<file path="config.mk">
export PLATFORM = sky130hd
export DESIGN_NAME = exp4_hcsr04_interface
export DESIGN_NICKNAME = d
export VERILOG_FILES = /design/src/rtl/exp4_hcsr04_interface.sv
export SDC_FILE = /design/constraint.sdc
export NUM_CORES = 1
export LEC_CHECK = 0
export BUFFER_PORTS_ARGS = -buffer_cell sky130_fd_sc_hd__buf_2
export CAP_MARGIN = 0
export CORE_MARGIN = 2
export CORE_UTILIZATION = 50
export DETAILED_ROUTE_END_ITERATION = 7
export PLACE_DENSITY = 0.68
export SLEW_MARGIN = 20
export SYNTH_ARGS = -nofsm -noshare
export SYNTH_HDL_FRONTEND = slang
export SYNTH_SLANG_ARGS = --single-unit
</file>
<file path="constraint.sdc">
create_clock -name clock -period 4 [get_ports clock]
set_input_delay 1 -clock clock [delete_from_list [all_inputs] [get_ports clock]]
set_output_delay 1 -clock clock [all_outputs]
set_load 0.01 [all_outputs]
</file>
<file path="src/rtl/exp4_hcsr04_interface.sv">
// HC-SR04 front end: issues the trigger pulse, times the echo and reports the
// distance as rounded 3-digit BCD centimetres, or flags a timeout.
module exp4_hcsr04_interface #(
    parameter int unsigned TRIGGER_CYCLES = 500,
    parameter int unsigned CYCLES_PER_CM  = 2941,
    parameter int unsigned TIMEOUT_CYCLES = 1500000
) (
    input  logic        clock,
    input  logic        reset,
    input  logic        medir,
    input  logic        echo,
    output logic        trigger,
    output logic [11:0] medida,
    output logic        pronto,
    output logic        timeout,
    output logic [3:0]  db_estado
);

    localparam int unsigned CNT_MAX = (TIMEOUT_CYCLES > TRIGGER_CYCLES) ? TIMEOUT_CYCLES : TRIGGER_CYCLES;
    localparam int unsigned CNT_W   = $clog2(CNT_MAX + 1);
    localparam int unsigned TICK_W  = $clog2(CYCLES_PER_CM);

    typedef enum logic [3:0] {
        ST_INICIAL       = 4'd0,
        ST_PREPARA       = 4'd1,
        ST_ENVIA_TRIGGER = 4'd2,
        ST_ESPERA_ECHO   = 4'd3,
        ST_MEDE          = 4'd4,
        ST_ARMAZENA      = 4'd5,
        ST_FINAL         = 4'd6,
        ST_TIMEOUT       = 4'd15
    } estado_t;

    estado_t            estado;
    estado_t            proximo;
    logic               echo_m;
    logic               echo_s;
    logic               echo_d;
    logic               echo_rise;
    logic               echo_fall;
    logic [CNT_W-1:0]   cnt;
    logic [TICK_W-1:0]  tick;
    logic [11:0]        cm_bcd;
    logic [11:0]        cm_round;
    logic               conta;
    logic               cnt_fim_trig;
    logic               cnt_fim_to;
    logic               trigger_n;
    logic               pronto_n;
    logic               timeout_n;
    logic [11:0]        medida_n;

    // Decimal increment that sticks at 999 instead of wrapping.
    function automatic logic [11:0] bcd_inc_sat(input logic [11:0] v);
        logic [3:0] u;
        logic [3:0] t;
        logic [3:0] h;
        u = v[3:0];
        t = v[7:4];
        h = v[11:8];
        if (v == 12'h999) return v;
        if (u != 4'd9) begin
            u = u + 4'd1;
        end else begin
            u = 4'd0;
            if (t != 4'd9) begin
                t = t + 4'd1;
            end else begin
                t = 4'd0;
                h = h + 4'd1;
            end
        end
        return {h, t, u};
    endfunction

    always_ff @(posedge clock) begin
        if (!reset) begin
            echo_m <= 1'b0;
            echo_s <= 1'b0;
            echo_d <= 1'b0;
        end else begin
            echo_m <= echo;
            echo_s <= echo_m;
            echo_d <= echo_s;
        end
    end

    assign echo_rise    = echo_s & ~echo_d;
    assign echo_fall    = ~echo_s & echo_d;
    assign cnt_fim_trig = (cnt == CNT_W'(TRIGGER_CYCLES - 1));
    assign cnt_fim_to   = (cnt == CNT_W'(TIMEOUT_CYCLES - 1));
    // The rise cycle is itself a high cycle, so it is counted from ESPERA_ECHO.
    assign conta        = ((estado == ST_ESPERA_ECHO) && echo_rise) || ((estado == ST_MEDE) && echo_s);
    assign cm_round     = (tick >= TICK_W'(CYCLES_PER_CM / 2)) ? bcd_inc_sat(cm_bcd) : cm_bcd;
    assign db_estado    = estado;

    always_ff @(posedge clock) begin
        if (!reset) begin
            estado <= ST_INICIAL;
        end else begin
            estado <= proximo;
        end
    end

    // Outputs are registered from the next state so they line up with it.
    always_comb begin
        proximo   = estado;
        medida_n  = medida;
        timeout_n = timeout;
        case (estado)
            ST_INICIAL:       if (medir) proximo = ST_PREPARA;
            ST_PREPARA:       proximo = ST_ENVIA_TRIGGER;
            ST_ENVIA_TRIGGER: if (cnt_fim_trig) proximo = ST_ESPERA_ECHO;
            ST_ESPERA_ECHO: begin
                if (echo_rise)       proximo = ST_MEDE;
                else if (cnt_fim_to) proximo = ST_TIMEOUT;
            end
            ST_MEDE: begin
                if (echo_fall)       proximo = ST_ARMAZENA;
                else if (cnt_fim_to) proximo = ST_TIMEOUT;
            end
            ST_ARMAZENA:      proximo = ST_FINAL;
            ST_TIMEOUT:       proximo = ST_FINAL;
            ST_FINAL:         if (medir) proximo = ST_PREPARA;
            default:          proximo = ST_INICIAL;
        endcase
        trigger_n = (proximo == ST_ENVIA_TRIGGER);
        pronto_n  = (proximo == ST_ARMAZENA) || (proximo == ST_TIMEOUT);
        if (proximo == ST_PREPARA) timeout_n = 1'b0;
        if (proximo == ST_TIMEOUT) timeout_n = 1'b1;
        if (proximo == ST_ARMAZENA) medida_n = cm_round;
    end

    always_ff @(posedge clock) begin
        if (!reset) begin
            trigger <= 1'b0;
            pronto  <= 1'b0;
            timeout <= 1'b0;
            medida  <= 12'h000;
        end else begin
            trigger <= trigger_n;
            pronto  <= pronto_n;
            timeout <= timeout_n;
            medida  <= medida_n;
        end
    end

    // Phase counter restarts on every state change; tick/cm accumulate the echo width.
    always_ff @(posedge clock) begin
        if (!reset) begin
            cnt    <= '0;
            tick   <= '0;
            cm_bcd <= 12'h000;
        end else if (estado == ST_PREPARA) begin
            cnt    <= '0;
            tick   <= '0;
            cm_bcd <= 12'h000;
        end else begin
            if (proximo != estado) begin
                cnt <= (proximo == ST_MEDE) ? CNT_W'(1) : '0;
            end else if ((estado == ST_ENVIA_TRIGGER) || (estado == ST_ESPERA_ECHO) || (estado == ST_MEDE)) begin
                cnt <= cnt + CNT_W'(1);
            end
            if (conta) begin
                if (tick == TICK_W'(CYCLES_PER_CM - 1)) begin
                    tick   <= '0;
                    cm_bcd <= bcd_inc_sat(cm_bcd);
                end else begin
                    tick <= tick + TICK_W'(1);
                end
            end
        end
    end

endmodule

</file>
* Word level (Yosys, flattened, before mapping)
Index checks and enable logic that the tools add are counted.
** Word-level totals
- Word-level logic and storage cells :: 80
- Flip-flop bits (word level) :: 67
- Input bits :: 4
- Output and inout bits :: 19
** Operators by class
- Bitwise logic cells :: 5
- Add/subtract/negate cells :: 5
- Multiplexer cells :: 26
- $lt $le $gt $ge :: 1
- Eq/ne operators :: 19
- Reduce and logical (&&, ||, !) cells :: 13
** Operator list (count)
- 2-to-1 mux 12 bit :: 5
- 2-to-1 mux 21 bit :: 2
- 2-to-1 mux 4 bit :: 10
- equality test 12 bit (second input constant) :: 2
- one-hot mux 4 bit (6 select lines) :: 1
- adder 21 x 1 -> 21 bit (second input constant) :: 1
- equality test 21 bit (second input constant) :: 1
- equality test 21 x 9 -> 1 bit (second input constant) :: 1
- equality test 4 x 3 -> 1 bit (second input constant) :: 5
- adder 12 x 1 -> 12 bit (second input constant) :: 1
- adder 4 x 1 -> 4 bit (second input constant) :: 3
- equality test 4 x 2 -> 1 bit (second input constant) :: 3
- greater-or-equal comparator 12 x 11 -> 1 bit (second input constant) :: 1
- equality test 4 x 1 -> 1 bit (second input constant) :: 2
- equality test 4 bit (second input constant) :: 2
- 2-to-1 mux 1 bit :: 8
- inequality test 4 bit (second input constant) :: 2
- OR reduction 2 bit :: 3
- logical NOT 4 bit :: 1
- logical OR 1 bit :: 4
- inequality test 4 bit :: 1
- nonzero test 2 bit :: 2
- NOT 1 bit :: 3
- bitwise AND 1 bit :: 2
- 2 further kinds :: 3

* Depth between registers and ports, before layout
Gate-level depths: netlist of the first run.
- Depth in word-level cells :: 8
- Depth in mapped cells :: 9
- Depth with buffers taken out :: 8

* Worst setup path after synthesis of the first run
No wires, ideal clock.
- Path kind :: flip-flop to flip-flop
- From :: reg estado[1], in the netlist db_estado[1]
- To :: reg cm_bcd[9]
- Path buffers :: 2
- Cell stages (with the launch flop) :: 9
- Period minus slack after synthesis :: 2138 ps
- Data arrival time :: 2059 ps
- Path slack :: 1862 ps
- Setup time :: 79 ps
- Data required time :: 3921 ps
- Cell sequence :: dfxtp_1 -> buf_4 -> and4bb_2 -> o211ai_4 -> or4_1 -> buf_2 -> nor3_4 -> nor2_1 -> a211oi_2
** On the way
- Word-level cells in the longest chain between the ends :: 4
- Elaborated cells on any way between the ends :: 8
- Classes of those cells :: 3 x eq/ne; 5 x reduce/logical
** RTL lines
- start: declaration :: line 34 : estado_t estado;
- start signal: assignment :: line 101 : estado <= proximo;
- equality test 4 x 2 -> 1 bit / equality test 4 x 3 -> 1 bit (equally long branches) :: line 93 : assign conta = ((estado == ST_ESPERA_ECHO) && echo_rise) || ((estado == ST_MEDE) && echo_s);
- logical AND 1 bit :: line 93
- logical OR 1 bit :: line 93
- AND reduction 2 bit (no line)
- end signal: assignment :: line 167 : cm_bcd <= bcd_inc_sat(cm_bcd);
- end: declaration :: line 43 : logic [11:0] cm_bcd;
Parallel ways exist; a longest one is shown, timed or not.
A chain may end at the register's enable or synchronous reset.

* Worst setup path in the final report of the first run
- From :: reg estado[1], in the netlist db_estado[1]
- To :: reg tick[3]
** On the way
- Word-level cells in the longest chain between the ends :: 3
- Elaborated cells on any way between the ends :: 7
- Classes of those cells :: 3 x eq/ne; 4 x reduce/logical
** RTL lines
- equality test 4 x 2 -> 1 bit / equality test 4 x 3 -> 1 bit (equally long branches) :: line 93
- logical AND 1 bit :: line 93
- logical OR 1 bit :: line 93
- end signal: assignment :: line 169 : tick <= tick + TICK_W'(1);
- end: declaration :: line 42 : logic [TICK_W-1:0] tick;
Parallel ways exist; a longest one is shown, timed or not.

==> results of run 1 <==
-- flip-flops by register name, indices dropped and copies added (netlist names) --
register / flops
db_estado: 4
cnt: 21
echo_d: 1
medida: 12
cm_bcd: 12
echo_s: 1
trigger: 1
pronto: 1
tick: 12
timeout: 1
echo_m: 1
-- routing by layer --
layer	wire length, µm	vias to the layer above	GRT usage (%)
met2	3348	64	32.64
met3	277	8	4.807
met5	0	-	0
met1	3476	1363	26.29
li1	-	1506	-
met4	104	0	6.993
-- final timing paths --
path	from	endpoint	cells after the start	slack, ns
hold / removal	medida[0]	medida[0]	2	0.45
setup / recovery	db_estado[1]	tick[3]	5	1.34
setup reg to reg	db_estado[1]	tick[3]	5	1.34
hold reg to reg	medida[0]	medida[0]	2	0.45
-- logic make-up after synthesis --
| group | count (synthesis) |
|---|---|
| xor gates and xnor gates | 40 |
| and+or+nand+nor | 205 |
| adders and majority gates | 6 |
| DFF | 67 |
| AOI/OAI and AO/OA | 63 |
| muxes | 9 |
| buffers and inverters | 32 |
-- where the power goes --
group	internal, mW	total [mW]	switching, mW
clock	0.321	0.572	0.250
combinational	0.0199	0.0561	0.0363
sequential	0.671	0.680	0.00929
total	1.01	1.31	0.296
-- cells in the final DEF, fill, tap and decap left out, types with 4 or more instances in the layout --
| cell type | instances |
|---|---|
| and2_1 | 11 |
| nand4_1 | 12 |
| nor3_1 | 15 |
| nor4_1 | 6 |
| nand2_1 | 36 |
| dfxtp_1 | 67 |
| a21oi_1 | 23 |
| ha_1 | 6 |
| xor2_1 | 14 |
| o31ai_1 | 4 |
| nand3_1 | 19 |
| nor2_1 | 62 |
| mux2i_1 | 8 |
| inv_1 | 13 |
| and3_1 | 5 |
| xnor2_1 | 26 |
| nor2b_1 | 5 |
| and4_1 | 4 |
| buf_2 | 22 |
| or3_1 | 4 |
| o21ai_0 | 17 |
| clkbuf_8 | 11 |
-- tightest hold or removal path, delay by kind of cell, from the launching register on --
family / cells / cell delay (ns)
AND/OR/NAND/NOR: 2 / 0.10
flip-flops: 1 / 0.31
-- through the flow --
step | setup WS, ns | cell area [µm²]
2_1_floorplan | 1.862 | 3505
3_3_place_gp | 1.174 | 3664
3_5_place_dp | 1.109 | 3664
4_1_cts | 1.326 | 3867
5_1_grt | 0.9205 | 3867
6_report | 1.336 | 3867
-- final cells by class --
type                            instances  area, µm²  share of cell area (%)
Sequential cell                        67       1341                   34.68
Multi-Input combinational cell        323       2032                   52.54
Inverter                               14      52.55                   1.359
Timing Repair Buffer                   23      117.6                   3.041
Clock inverter                          4      48.80                   1.262
Clock buffer                           12      155.1                   4.012
Tap cell                               96      120.1                   3.106
==> flow_metrics.py, run 1 <==
metrics = {
    "timing": {
        "grt_setup_unrepaired": "no",
        "worst_clock_skew_ns": 0.008386,
        "maxSlewHeadroom_pct": 36.73,
        "hold_viol": 0,
        "setup_tns_ns": 0,
        "tightest_slew_ns": 0.9403,
        "setup_viol": 0,
        "hold_ws_ns": 0.4526,
        "fin_crit_sh_pct": 66.61,
        "fin_crit_ns": 2.664,
        "fmax_ghz": 0.3753,
        "maxSlewViolCount": 0,
    },
    "route": {
        "routed_wl_um": 7206,
        "drc_errors": 0,
        "firstDrtPassIters": 4,
        "vias": 2941,
        "antenna_left": 0,
        "avgViaCountPerCell": 5.456,
        "wl_per_cell_um": 13.37,
        "drt_iter0_markers": 160,
    },
    "clock_tree": {
        "cts_buffer_depth": 2,
        "cts-buffers-inserted": 9,
        "hold_buffers": 0,
        "ctsResizeCount": 0,
        "htree_num_levels": 3,
        "clkSinkCount": 67,
        "post_cts_buffers": 0,
        "clock_latency_ns": 0.34,
        "cts_root_buf": "clkbuf_8",
        "cts_tree": "built",
        "clk_pin_slew_worst_paths_ns": 0.07,
    },
    "floorplanning": {
        "dieArea_mm2": 0.007695,
        "die_h_um": 87.72,
        "start_util_pct": 51.58,
        "die_w_um": 87.72,
        "ios": 23,
        "placementRows": 30,
        "core_area_mm2": 0.006794,
    },
    "yosys": {
        "ys.warnings.count": 0,
        "syn_area_mm2": 0.003505,
        "synth_edf_count": 0,
        "synth_top_area_share_pct": 38.27,
        "synth.distinct_cells": 59,
        "synth_fa_ha_area_share_pct": 2.142,
        "synth-seq-cells": 67,
        "synth_xor_xnor_area_share_pct": 9.996,
        "async_flop_share_pct": 0,
        "synth-main-ff-cell": "dfxtp_1",
        "ys_top_cells_by_area": "dfxtp_1, nor2_1, xnor2_1",
        "synth-seq-area-share_pct": 38.27,
        "synth_compound_area_share_pct": 12.03,
        "yosysMostFrequentCell": "dfxtp_1",
        "yosys-mux-area-fraction_pct": 2.606,
        "avgSynthCellArea_um2": 8.305,
        "synth_top_cell_by_area": "dfxtp_1",
        "yosys.area_share.simple_pct": 30.99,
        "synth_nets": 432,
        "synthTopCellsByCount": "dfxtp_1, nor2_1, nand2_1",
        "synth_top_family_by_area": "simple AND/OR/NAND/NOR gates",
        "synth_cells": 422,
    },
    "worst_setup_path": {
        "crit_chain": "and4bb_2, o211ai_4, or4_1, nand2b_1, nor2_1",
        "start_kind": "flop",
        "path_delay_family": "simple AND/OR/NAND/NOR gates",
        "crit_type": "flop to flop",
        "slowest_stage": "or4_1",
        "end_kind": "flop",
        "crit_buf_inv": 0,
        "critical_path.max_fanout": 19,
        "cp.required_ns": 4.21,
        "worstPathArrival_ns": 2.87,
        "slowest_delay_ns": 0.77,
    },
    "final_layout": {
        "area_growth_pct": 10.35,
        "antenna_cells": 0,
        "instances_no_fill": 539,
        "drive_above_1_share_pct": 12.19,
        "finish.utilization_pct": 56.92,
        "n_fill_cell": 612,
        "num-nets-final": 448,
    },
    "worst_hold_path": {
        "hp-class": "flop to flop",
    },
    "power_and_ir_drop": {
        "power.total_mw": 1.308,
        "ir_worst_vdd_uv": 176.2,
        "p_leak_nw": 1.274,
        "power.density_mw_per_mm2": 338.2,
    },
    "global_route": {
        "grt_pass1_wl_um": 12300,
        "gr-usage-all-layers_pct": 20.14,
        "overflow": 0,
        "antenna_found_initial": 0,
        "grt_pass1_vias": 2655,
        "grt_max_degree": 26,
    },
    "outcome": {
        "status": "finished, final reports clean",
    },
    "placed_design": {
        "hpwl_um": 5146,
        "dp_cells": 523,
        "place_congestion": 0.8954,
        "portBuffers": 22,
    },
    "job": {
        "max_cap_violations": 0,
    },
}
(Power assumes the default switching activity.)
==> inputs of run 2 (changes only) <==
==> constraint.sdc (replaced) <==
create_clock -name clock -period 2.6 [get_ports clock]
set_input_delay 0.65 -clock clock [delete_from_list [all_inputs] [get_ports clock]]
set_output_delay 0.65 -clock clock [all_outputs]
set_load 0.01 [all_outputs]
==> flow_metrics.py, run 2 (synthesis results as in run 1) <==
metrics = {
    "outcome": {
        "status": "finished, final reports clean",
    },
    "clock_tree": {
        "htree_num_levels": 3,
        "ctsResizeCount": 0,
        "post_cts_buffers": 0,
        "clk_pin_slew_worst_paths_ns": 0.08,
        "cts_tree": "built",
        "clock_latency_ns": 0.34,
        "cts_root_buf": "clkbuf_8",
        "clkSinkCount": 67,
        "hold_buffers": 0,
        "cts-buffers-inserted": 9,
        "cts_buffer_depth": 2,
    },
    "worst_setup_path": {
        "crit_type": "flop to flop",
        "critical_path.max_fanout": 12,
        "start_kind": "flop",
        "cp.required_ns": 2.81,
        "end_kind": "flop",
        "worstPathArrival_ns": 2.65,
    },
    "placed_design": {
        "hpwl_um": 5351,
        "pre_cts_ws_ns": 0.2088,
        "place_congestion": 0.8580,
        "portBuffers": 22,
        "place_area_mm2": 0.003759,
    },
    "timing": {
        "setup_viol": 0,
        "tightest_slew_ns": 0.7444,
        "hold_viol": 0,
        "fin_ws_ns": 0.1628,
        "fin_crit_sh_pct": 93.74,
        "maxSlewViolCount": 0,
        "grt_setup_unrepaired": "no",
        "maxSlewHeadroom_pct": 50.32,
        "setup_tns_ns": 0,
        "fin_crit_ns": 2.437,
        "fmax_ghz": 0.4103,
        "worst_clock_skew_ns": 0.01115,
    },
    "route": {
        "vias": 2999,
        "routed_wl_um": 7582,
        "wl_per_cell_um": 13.79,
        "avgViaCountPerCell": 5.453,
        "firstDrtPassIters": 4,
        "antenna_left": 0,
        "drc_errors": 0,
        "drt_iter0_markers": 130,
    },
    "final_layout": {
        "area_growth_pct": 13.03,
        "drive_above_1_share_pct": 13.44,
        "final_common_cell": "dfxtp_1",
        "largest_reg_flops": 21,
        "num-nets-final": 459,
        "regMostFlops": "cnt",
        "multi_input_area_mm2": 0.002032,
        "seq_area_mm2": 0.001341,
        "n_fill_cell": 638,
        "antenna_cells": 0,
        "mostFrequentLayoutCells": "dfxtp_1, nor2_1, nand2_1, xnor2_1, a21oi_1",
        "post-route-cell-area_mm2": 0.003961,
    },
    "power_and_ir_drop": {
        "ir_worst_vdd_uv": 269.9,
        "power.density_mw_per_mm2": 523.8,
        "p_leak_nw": 1.327,
    },
    "floorplanning": {
        "start_util_pct": 51.58,
        "core_area_mm2": 0.006794,
        "die_h_um": 87.72,
        "dieArea_mm2": 0.007695,
        "die_w_um": 87.72,
        "ios": 23,
        "placementRows": 30,
    },
    "worst_hold_path": {
        "hp-class": "flop to flop",
    },
    "global_route": {
        "grt_max_degree": 25,
        "gr-usage-all-layers_pct": 20.76,
        "grt_pass1_vias": 2781,
        "antenna_found_initial": 0,
        "grt_pass1_wl_um": 12700,
        "overflow": 0,
    },
    "job": {
        "max_cap_violations": 0,
    },
}
## run 2: area by class of cell
| cell class | instances | share of cell area (%) |
|---|---|---|
| Clock buffer | 14 | 3.601 |
| Clock inverter | 2 | 1.516 |
| Inverter | 14 | 1.327 |
| Multi-Input combinational cell | 323 | 51.30 |
| Sequential cell | 67 | 33.86 |
| Tap cell | 96 | 3.032 |
| Timing Repair Buffer | 34 | 5.370 |
## run 2: per-stage QoR
| step | util, % | std cells | hold WS [ns] | power (mW) |
|---|---|---|---|---|
| 2_1_floorplan | - | 422 | 0.4119 | 1.136 |
| 3_3_place_gp | 55.32 | 534 | 0.4420 | 1.170 |
| 3_5_place_dp | 55.32 | 534 | 0.4556 | 1.171 |
| 4_1_cts | 58.31 | 550 | 0.4663 | 2.094 |
| 5_1_grt | 58.31 | 550 | 0.5019 | 2.157 |
| 6_report | 58.31 | 550 | 0.4673 | 2.075 |
## run 2: critical path, stage by stage, from the launching register on
cell and delay [ns]:
dfxtp_1 0.59, and4bb_2 0.33, o211ai_4 0.08, or4_1 0.74, nand2b_1 0.45, nor2_1 0.10
## run 2: routing by layer
metal	global-route usage [%]	vias up	wire, µm
li1	-	1533	-
met1	26.74	1384	3666
met2	33.33	74	3496
met3	5.844	8	341
met4	7.413	0	78
met5	0	-	0
## run 2: power by group
part           internal, mW  total, mW  switching, mW  leakage, nW
logic                0.0414      0.106         0.0644        0.687
registers              1.03       1.04         0.0109        0.540
clock network         0.543      0.926          0.383       0.0989
## run 2: path summary, 6_finish.rpt
path	startpoint	end	slack, ns	cells after the start
worst max-delay path	db_estado[0]	tick[0]	0.16	5
worst max register to register	db_estado[0]	tick[0]	0.16	5
worst min register to register	medida[0]	medida[0]	0.47	2
worst min-delay path	medida[0]	medida[0]	0.47	2
